[config.mk]
export PLATFORM = sky130hd
export DESIGN_NAME = icb_mem_responder_flat
export DESIGN_NICKNAME = d
export VERILOG_FILES = /design/src/rtl/icb_mem_responder_if.sv /design/src/rtl/icb_mem_responder.sv /design/src/flat_wrapper.sv
export SDC_FILE = /design/constraint.sdc
export NUM_CORES = 1
export LEC_CHECK = 0
export CORE_ASPECT_RATIO = 1.75
export CORE_MARGIN = 2
export CORE_UTILIZATION = 65
export CTS_BUF_LIST = sky130_fd_sc_hd__clkbuf_4 sky130_fd_sc_hd__clkbuf_8
export DETAILED_ROUTE_END_ITERATION = 10
export DONT_BUFFER_PORTS = 1
export HOLD_SLACK_MARGIN = 0.1
export PLACE_DENSITY = 0.87
export SYNTH_ARGS = -nofsm -noshare
export SYNTH_HDL_FRONTEND = slang
export SYNTH_SLANG_ARGS = --single-unit
[constraint.sdc]
create_clock -name i_clk -period 2.48 [get_ports i_clk]
set_input_delay 0.496 -clock i_clk [delete_from_list [all_inputs] [get_ports i_clk]]
set_output_delay 0.496 -clock i_clk [all_outputs]
set_load 0.03 [all_outputs]
[src/rtl/icb_mem_responder_if.sv]
// ICB command/response channel bundle shared by the memory responder and its masters.
// The master drives commands and rsp_ready; the slave drives cmd_ready and the response.
interface icb_mem_responder_if;
  logic [31:0] cmd_addr;
  logic        cmd_read;
  logic [31:0] cmd_wdata;
  logic [3:0]  cmd_wmask;
  logic        cmd_valid;
  logic        cmd_ready;
  logic [31:0] rsp_rdata;
  logic        rsp_err;
  logic        rsp_valid;
  logic        rsp_ready;

  modport master (
    output cmd_addr, cmd_read, cmd_wdata, cmd_wmask, cmd_valid,
    input  cmd_ready,
    input  rsp_rdata, rsp_err, rsp_valid,
    output rsp_ready
  );

  modport slave (
    input  cmd_addr, cmd_read, cmd_wdata, cmd_wmask, cmd_valid,
    output cmd_ready,
    output rsp_rdata, rsp_err, rsp_valid,
    input  rsp_ready
  );
endinterface

[src/rtl/icb_mem_responder.sv]
// ICB slave in front of a single-port SRAM with 1-cycle read latency. Responses are returned
// in command order through a bypassable pend stage and a small response FIFO.
module icb_mem_responder #(
  parameter int unsigned MEM_DEPTH     = 4096,
  parameter logic [31:0] BASE_ADDR     = 32'h0000_0000,
  parameter int unsigned RSP_BUF_DEPTH = 2
) (
  input  logic                 i_clk,
  input  logic                 i_rst,
  icb_mem_responder_if.slave   s_icb,
  output logic                 o_bram_en,
  output logic [3:0]           o_bram_wen,
  output logic [29:0]          o_bram_addr,
  output logic [31:0]          o_bram_din,
  input  logic [31:0]          i_bram_dout
);

  localparam int unsigned CNT_W     = $clog2(RSP_BUF_DEPTH + 1);
  localparam int unsigned PTR_W     = (RSP_BUF_DEPTH > 1) ? $clog2(RSP_BUF_DEPTH) : 1;
  localparam logic [32:0] WIN_BYTES = 33'(MEM_DEPTH) * 33'd4;

  typedef struct packed {
    logic        err;
    logic [31:0] rdata;
  } rsp_t;

  function automatic logic [PTR_W-1:0] ptr_inc(input logic [PTR_W-1:0] p);
    if (p == PTR_W'(RSP_BUF_DEPTH - 1)) begin
      return {PTR_W{1'b0}};
    end else begin
      return p + PTR_W'(1);
    end
  endfunction

  logic             r_active;
  logic             r_pend_vld;
  logic             r_pend_read;
  logic             r_pend_err;
  rsp_t             r_buf [RSP_BUF_DEPTH];
  logic [PTR_W-1:0] r_wr_ptr;
  logic [PTR_W-1:0] r_rd_ptr;
  logic [CNT_W-1:0] r_buf_cnt;

  logic [31:0]      w_offset;
  logic             w_err;
  logic [CNT_W:0]   w_used;
  logic             w_cmd_ready;
  logic             w_fire;
  rsp_t             w_pend_rsp;
  rsp_t             w_rsp;
  logic             w_buf_nonempty;
  logic             w_rsp_valid;
  logic             w_pop_buf;
  logic             w_push;

  // Command decode: window offset, error detection and credit-based ready.
  always_comb begin
    w_offset    = s_icb.cmd_addr - BASE_ADDR;
    w_err       = (s_icb.cmd_addr[1:0] != 2'b00) | ({1'b0, w_offset} >= WIN_BYTES);
    w_used      = {1'b0, r_buf_cnt} + {{CNT_W{1'b0}}, r_pend_vld};
    w_cmd_ready = r_active & (w_used < (CNT_W + 1)'(RSP_BUF_DEPTH));
    w_fire      = s_icb.cmd_valid & w_cmd_ready;
  end

  // SRAM port is driven in the fire cycle itself; erroneous commands never touch memory.
  always_comb begin
    o_bram_en   = w_fire & ~w_err;
    o_bram_addr = w_offset[31:2];
    o_bram_din  = s_icb.cmd_wdata;
    if (w_fire && !w_err && !s_icb.cmd_read) begin
      o_bram_wen = s_icb.cmd_wmask;
    end else begin
      o_bram_wen = 4'b0000;
    end
  end

  // Response selection: FIFO head when anything is buffered, otherwise bypass from pend.
  always_comb begin
    w_pend_rsp.err = r_pend_vld & r_pend_err;
    if (r_pend_vld && r_pend_read && !r_pend_err) begin
      w_pend_rsp.rdata = i_bram_dout;
    end else begin
      w_pend_rsp.rdata = 32'h0000_0000;
    end
    w_buf_nonempty = (r_buf_cnt != {CNT_W{1'b0}});
    w_rsp_valid    = w_buf_nonempty | r_pend_vld;
    if (w_buf_nonempty) begin
      w_rsp = r_buf[r_rd_ptr];
    end else begin
      w_rsp = w_pend_rsp;
    end
    w_pop_buf = w_rsp_valid & s_icb.rsp_ready & w_buf_nonempty;
    // Pend must be captured now: bram_dout is only guaranteed for this one cycle.
    w_push    = r_pend_vld & (w_buf_nonempty | ~s_icb.rsp_ready);
  end

  assign s_icb.cmd_ready = w_cmd_ready;
  assign s_icb.rsp_valid = w_rsp_valid;
  assign s_icb.rsp_rdata = w_rsp.rdata;
  assign s_icb.rsp_err   = w_rsp.err;

  // Ready gate: no commands accepted until the first cycle after reset is released.
  always_ff @(posedge i_clk) begin
    if (i_rst) begin
      r_active <= 1'b0;
    end else begin
      r_active <= 1'b1;
    end
  end

  // Pend stage: tracks the command issued to the SRAM in the previous cycle.
  always_ff @(posedge i_clk) begin
    if (i_rst) begin
      r_pend_vld  <= 1'b0;
      r_pend_read <= 1'b0;
      r_pend_err  <= 1'b0;
    end else begin
      r_pend_vld  <= w_fire;
      r_pend_read <= w_fire & s_icb.cmd_read;
      r_pend_err  <= w_fire & w_err;
    end
  end

  // Response FIFO bookkeeping; reset discards everything outstanding.
  always_ff @(posedge i_clk) begin
    if (i_rst) begin
      r_wr_ptr  <= {PTR_W{1'b0}};
      r_rd_ptr  <= {PTR_W{1'b0}};
      r_buf_cnt <= {CNT_W{1'b0}};
    end else begin
      if (w_push) begin
        r_wr_ptr <= ptr_inc(r_wr_ptr);
      end
      if (w_pop_buf) begin
        r_rd_ptr <= ptr_inc(r_rd_ptr);
      end
      r_buf_cnt <= r_buf_cnt + {{(CNT_W - 1){1'b0}}, w_push} - {{(CNT_W - 1){1'b0}}, w_pop_buf};
    end
  end

  // Response FIFO storage.
  always_ff @(posedge i_clk) begin
    if (w_push) begin
      r_buf[r_wr_ptr] <= w_pend_rsp;
    end
  end

endmodule
[src/flat_wrapper.sv]
// flat-port wrapper written by rule: the top's interface ports become plain ports
module icb_mem_responder_flat 
#(
  parameter int unsigned MEM_DEPTH     = 4096,
  parameter logic [31:0] BASE_ADDR     = 32'h0000_0000,
  parameter int unsigned RSP_BUF_DEPTH = 2
)
  (i_clk, i_rst, o_bram_en, o_bram_wen, o_bram_addr, o_bram_din, i_bram_dout, s_icb_cmd_addr, s_icb_cmd_read, s_icb_cmd_wdata, s_icb_cmd_wmask, s_icb_cmd_valid, s_icb_cmd_ready, s_icb_rsp_rdata, s_icb_rsp_err, s_icb_rsp_valid, s_icb_rsp_ready);
  icb_mem_responder_if s_icb_i ();
  input  logic i_clk;
  input  logic i_rst;
  output logic o_bram_en;
  output logic [3:0] o_bram_wen;
  output logic [29:0] o_bram_addr;
  output logic [31:0] o_bram_din;
  input  logic [31:0] i_bram_dout;
  input wire logic [$bits(s_icb_i.cmd_addr)-1:0] s_icb_cmd_addr;
  input wire logic [$bits(s_icb_i.cmd_read)-1:0] s_icb_cmd_read;
  input wire logic [$bits(s_icb_i.cmd_wdata)-1:0] s_icb_cmd_wdata;
  input wire logic [$bits(s_icb_i.cmd_wmask)-1:0] s_icb_cmd_wmask;
  input wire logic [$bits(s_icb_i.cmd_valid)-1:0] s_icb_cmd_valid;
  output wire logic [$bits(s_icb_i.cmd_ready)-1:0] s_icb_cmd_ready;
  output wire logic [$bits(s_icb_i.rsp_rdata)-1:0] s_icb_rsp_rdata;
  output wire logic [$bits(s_icb_i.rsp_err)-1:0] s_icb_rsp_err;
  output wire logic [$bits(s_icb_i.rsp_valid)-1:0] s_icb_rsp_valid;
  input wire logic [$bits(s_icb_i.rsp_ready)-1:0] s_icb_rsp_ready;
  assign s_icb_i.cmd_addr = s_icb_cmd_addr;
  assign s_icb_i.cmd_read = s_icb_cmd_read;
  assign s_icb_i.cmd_wdata = s_icb_cmd_wdata;
  assign s_icb_i.cmd_wmask = s_icb_cmd_wmask;
  assign s_icb_i.cmd_valid = s_icb_cmd_valid;
  assign s_icb_cmd_ready = s_icb_i.cmd_ready;
  assign s_icb_rsp_rdata = s_icb_i.rsp_rdata;
  assign s_icb_rsp_err = s_icb_i.rsp_err;
  assign s_icb_rsp_valid = s_icb_i.rsp_valid;
  assign s_icb_i.rsp_ready = s_icb_rsp_ready;
  icb_mem_responder #(.MEM_DEPTH(MEM_DEPTH), .BASE_ADDR(BASE_ADDR), .RSP_BUF_DEPTH(RSP_BUF_DEPTH)) u_core (.i_clk(i_clk), .i_rst(i_rst), .s_icb(s_icb_i), .o_bram_en(o_bram_en), .o_bram_wen(o_bram_wen), .o_bram_addr(o_bram_addr), .o_bram_din(o_bram_din), .i_bram_dout(i_bram_dout));
endmodule
# After elaboration in Yosys (flattened, before gate mapping)
# Memory sizes are Yosys's and may differ from the RTL's. A register that Yosys moved wholly into a read port is not among the register bits.
# Cells that the tools add are included.
[word_totals]
memories = 1
out_inout_bits = 102
mem_bits_rw = 66
in_bits = 105
ff_bits = 8
wordCells = 48
[memory_table]
columns = ["name", "depth", "width", "read_ports", "rd_clocked_by_memory_dff", "write_ports", "line", "text"]
rows = [
  ["u_core.r_buf", 2, 33, 1, 1, 1, "icb_mem_responder.sv:39", "rsp_t r_buf [RSP_BUF_DEPTH];"],
]
[op_classes]
bitwise_logic = 14
reduce_logical = 9
mux = 10
addsub = 5
magnitude_cmp = 2
[ops]
columns = ["op", "n"]
rows = [
  ["33-bit 2-to-1 mux", 1],
  ["32-bit by 15-bit greater-or-equal comparator with 1-bit output (second input constant)", 1],
  ["32-bit 2-to-1 mux", 1],
  ["1-bit bitwise AND", 9],
  ["1-bit 2-to-1 mux", 7],
  ["1-bit logical AND", 4],
  ["4-bit 2-to-1 mux", 1],
  ["2-bit nonzero test", 2],
  ["2-bit by 1-bit adder with 3-bit output", 1],
  ["1-bit zero test", 3],
  ["3-bit by 2-bit < comparator with 1-bit output (second input constant)", 1],
  ["1-bit OR", 3],
  ["1-bit adder (second input constant)", 2],
  ["2-bit by 1-bit adder with 2-bit output", 1],
  ["1-bit inverter", 2],
  ["2-bit by 1-bit subtractor with 2-bit output", 1],
]

# Logic depth before layout (Yosys ltp)
[logic_depth]
word_depth = 7
depth_mapped = 8
ltp_nobuf = 8

# Worst setup path after synthesis
# No wires, ideal clock.
[synth_path]
path_type = "input to output"
startpoint = "input port s_icb_cmd_addr[26]"
endpoint = "output port o_bram_wen[0]"
path_buffers = 1
required_ps = 1984
path_stages = 3
path_slack_ps = -154
arrival_ps = 2138
path_cell_list = "or4_1 -> buf_2 -> nor4_1"
[synth_between]
elab_chain_len = 6
[synth_lines]
columns = ["item", "line", "text"]
rows = [
  ["start, declared", "flat_wrapper.sv:17", "input wire logic [$bits(s_icb_i.cmd_addr)-1:0] s_icb_cmd_addr;"],
  ["32-bit by 15-bit greater-or-equal comparator with 1-bit output", "icb_mem_responder.sv:59", "w_err = (s_icb.cmd_addr[1:0] != 2'b00) | ({1'b0, w_offset} >= WIN_BYTES);"],
  ["1-bit OR", "icb_mem_responder.sv:59", ""],
  ["1-bit zero test", "icb_mem_responder.sv:70", "if (w_fire && !w_err && !s_icb.cmd_read) begin"],
  ["1-bit logical AND (2 in a row)", "icb_mem_responder.sv:70", ""],
  ["4-bit 2-to-1 mux", "icb_mem_responder.sv:70", ""],
  ["end, declared", "flat_wrapper.sv:13", "output logic [3:0] o_bram_wen;"],
]
# Every way passes these cells.

# Worst setup path after layout
[layout_path]
startpoint = "register u_core.r_buf_cnt[1]"
endpoint = "output port o_bram_wen[3]"
[layout_between]
elab_chain_len = 7
[layout_lines]
columns = ["item", "line", "text"]
rows = [
  ["start, declared", "icb_mem_responder.sv:42", "logic [CNT_W-1:0] r_buf_cnt;"],
  ["start signal, assigned", "icb_mem_responder.sv:129", "r_buf_cnt <= {CNT_W{1'b0}};"],
  ["start signal, assigned", "icb_mem_responder.sv:137", "r_buf_cnt <= r_buf_cnt + {{(CNT_W - 1){1'b0}}, w_push} - {{(CNT_W - 1){1'b0}}, w_pop_buf};"],
  ["2-bit by 1-bit adder with 3-bit output", "icb_mem_responder.sv:60", "w_used = {1'b0, r_buf_cnt} + {{CNT_W{1'b0}}, r_pend_vld};"],
  ["3-bit by 2-bit < comparator with 1-bit output", "icb_mem_responder.sv:61", "w_cmd_ready = r_active & (w_used < (CNT_W + 1)'(RSP_BUF_DEPTH));"],
  ["1-bit bitwise AND", "icb_mem_responder.sv:61", ""],
  ["1-bit bitwise AND", "icb_mem_responder.sv:62", "w_fire = s_icb.cmd_valid & w_cmd_ready;"],
  ["1-bit logical AND (2 in a row)", "icb_mem_responder.sv:70", ""],
  ["4-bit 2-to-1 mux", "icb_mem_responder.sv:70", ""],
]
# Every way passes these cells.

==> results by group <==
Timing
  • Final-report max-slew violation count: 0
  • Final hold vios: 0
  • Setup Skew: 0.01011 ns
  • Slew margin rel.: 0.7087
  • Minimum clock period: 2.172 ns
  • Peak Freq: 460.4 MHz
  • Slew @ Worst Pin: 0.4370 ns
  • RSZ-0062 raised after global routing: no
  • Period utilization: 0.8758
  • Final setup vio count: 0
  • Final hold slack: 0.2075 ns
  • Setup TNS Final: 0 ns

Run status
  • Status: finished clean

Routing
  • DR vias: 2297
  • # DRC: 0
  • Vias per inst: 5.845
  • WL/cell: 19.74 microns
  • Detail Route Antenna Nets: 0
  • Initial drt markers: 101
  • Routed wire length: 7.757 mm
  • DRT Pass-1 Iters: 4

Synthesis
  • Synth area leaders: edfxtp_1, buf_4, mux2i_1
  • Synth Area in Adders: 0.006485
  • Mapped Area: 3859 sq um
  • Largest family of logic cells by synthesized area: buffers and inverters
  • Synth area leader: edfxtp_1
  • Async S/R FF share, synth: 0
  • Synth warnings: 0
  • Compound-cell area share of the yosys netlist: 0.04929
  • Mapped Cells: 338
  • Xor and xnor fraction of the mapped netlist area: 0.004540
  • Syn_area_per_cell: 11.42 sq um
  • FF+latch count, synth: 75
  • EDFF count, synth: 66
  • Top_reg_cell synth: edfxtp_1
  • Mapped Nets: 445
  • Sequential element share of the synthesized area: 0.5603
  • Synth cell types: 24
  • Yosys top cell area share: 0.5136
  • Multiplexer share of the synthesized area: 0.08560
  • Synth Area in Simple Gates: 0.1436

Worst setup path
  • Worst Path Required: 1.98 ns
  • Worst Reg2Reg Path Length in Cells: 8
  • Worst r2r dst: u_core.r_buf_cnt[1]$_SDFF_PP0_
  • Worst reg2reg startpoint: u_core.r_buf_cnt[1]$_SDFF_PP0_
  • Crit path DAT: 1.68 ns
  • Startpoint Class: register
  • Critical path endpoint category: output pin
  • Flop-to-flop setup slack: 0.70 ns
  • Critical path type: reg2out
  • Crit Path Max Fanout: 6

Global routing
  • Global-route met2 utilization: 0.4464
  • GR Util met3: 0.09206
  • Vias in the first global route: 2293
  • Met1 usage: 0.2269
  • GR Overflow Total: 0
  • First-pass GRT wire length: 11.70 mm
  • Initial antenna violation count: 0
  • Largest net degree at the start of global routing: 68
  • GRT Util Overall: 0.2417
  • Top Usage Layer GRT: met2

Floorplan
  • Die Width: 62.25 microns
  • Core area: 5787 sq um
  • Row Count: 37
  • I/O pin count: 207
  • Die height: 105.9 microns
  • Die footprint: 6593 sq um
  • Starting density of the core: 0.6668

Final layout
  • Register Area: 2163 sq um
  • Commonest non-fill, non-tap cells in the layout: edfxtp_1, buf_4, and2_1, o21ai_0
  • Layout filler cell count: 412
  • Area growth syn-to-layout: 2.302%
  • Multi-input logic area: 1126 sq um
  • Most common cell after layout, fill and taps aside: edfxtp_1
  • Share of cells above drive strength 1: 0.1873
  • Layout net count: 418
  • # diodes: 0

Job
  • Max Cap Violations: 0

Clock tree
  • CTS sink count: 75
  • Clk buf depth: 2
  • CTS HTree Levels: 3
  • Clock Pin Slew Worst Setup and Hold Paths: 0.07 ns
  • Post-CTS setup buffer count: 0
  • Skew-Pair Late Insertion Delay: 0.35 ns
  • CTS buffer count: 9
  • Root cell of the clock tree: clkbuf_8
  • Hold_buf cts: 0
  • CTS tree: built
  • PostCTS Resize Cnt: 0

Min path
  • Hold Crit Depth: 1
  • Hold Path Origin: i_rst
  • Worst hold endpoint: u_core.r_wr_ptr$_SDFFE_PP0P_
  • Type of the worst min-delay path: in2reg

Placement
  • Placer Congestion: 0.8041
  • Port-buffer cells: 0
  • DP HPWL: 5.450 mm

Power and ir drop
  • Power Density: 1002 nW/um^2
  • Leak pwr: 1.348 nW
  • Final Power: 0.003954 W
  • VDD IR max: 624.7 uV
[flip-flops by register name, summed over array words and instances, names as in the netlist, named ones only]
register / count
u_core.r_pend_err: 1
u_core.r_pend_vld: 1
u_core.r_wr_ptr: 1
u_core.r_active: 1
u_core.r_rd_ptr: 1
u_core.r_buf_cnt: 2
u_core.r_pend_read: 1
u_core.r_buf: 66
[logic make-up after synthesis]
logic type	Yosys count
compound gates	37
xor+xnor	2
fa+ha+maj	2
buf+inv	89
flops	75
mux	33
simple gates	100
[per-layer routing]
| layer | routed length (microns) | up-vias |
|---|---|---|
| met3 | 740 | 25 |
| li1 | - | 1081 |
| met2 | 4322 | 145 |
| met1 | 2500 | 1046 |
| met4 | 193 | 0 |
| met5 | 0 | - |
[report_power, final]
| group | switching [W] | internal, W | leakage (nW) | total, W |
|---|---|---|---|---|
| clock | 0.000394 | 0.000369 | 0.0788 | 0.000763 |
| sequential | 0.0000471 | 0.00144 | 0.639 | 0.00148 |
| combinational | 0.00111 | 0.000596 | 0.630 | 0.00171 |
| total | 0.00155 | 0.00240 | 1.35 | 0.00395 |
[worst max-delay path, cell delays in order (launching register included)]
cell     delay [ns]
dfxtp_1        0.38
nor2b_1        0.22
nand3_1        0.19
nor4_1         0.33
buf_4          0.22
[metrics by stage]
step / cells / utilization / worst slack, ns / instance area, sq um
2_1_floorplan: 338 / - / -0.1544 / 3859
3_3_place_gp: 378 / 0.6549 / 0.3736 / 3790
3_5_place_dp: 378 / 0.6549 / 0.3271 / 3790
4_1_cts: 393 / 0.6822 / 0.2850 / 3948
5_1_grt: 393 / 0.6822 / 0.1535 / 3948
6_report: 393 / 0.6822 / 0.3080 / 3948
[cell usage after synthesis, drive strengths merged, types with 2 or more instances]
master	n
dfxtp	9
nor2	6
ha	2
nand2	7
inv	8
o21ai	35
nand3	33
nor3	2
clkbuf	9
edfxtp	66
xor2	2
and2	36
nor2b	2
nor4	8
buf	72
nand4	2
mux2i	33
[worst max path at each step]
| stage | to | slack (ns) | from | depth (start not counted) |
|---|---|---|---|---|
| after global routing | o_bram_wen[3] | 0.15 | u_core.r_buf_cnt[1]$_SDFF_PP0_ | 4 |
| after floorplan | o_bram_wen[0] | -0.15 | s_icb_cmd_addr[26] | 3 |
| after detailed placement | o_bram_wen[3] | 0.33 | s_icb_cmd_addr[26] | 3 |
| after global placement | o_bram_wen[2] | 0.37 | s_icb_cmd_addr[19] | 4 |
| after CTS | o_bram_wen[3] | 0.28 | u_core.r_buf_cnt[1]$_SDFF_PP0_ | 4 |
| final | o_bram_wen[3] | 0.31 | u_core.r_buf_cnt[1]$_SDFF_PP0_ | 4 |
[area by class of cell]
cell class              count  share of cell area
well taps                  78             0.02472
repair buffers             43             0.09445
multi-input cells         174              0.2853
inverters                   8            0.007607
flip-flops and latches     75              0.5480
clock buffers              11             0.03518
clock inverters             4            0.004754
No activity file was read; power rests on OpenSTA's default activity.
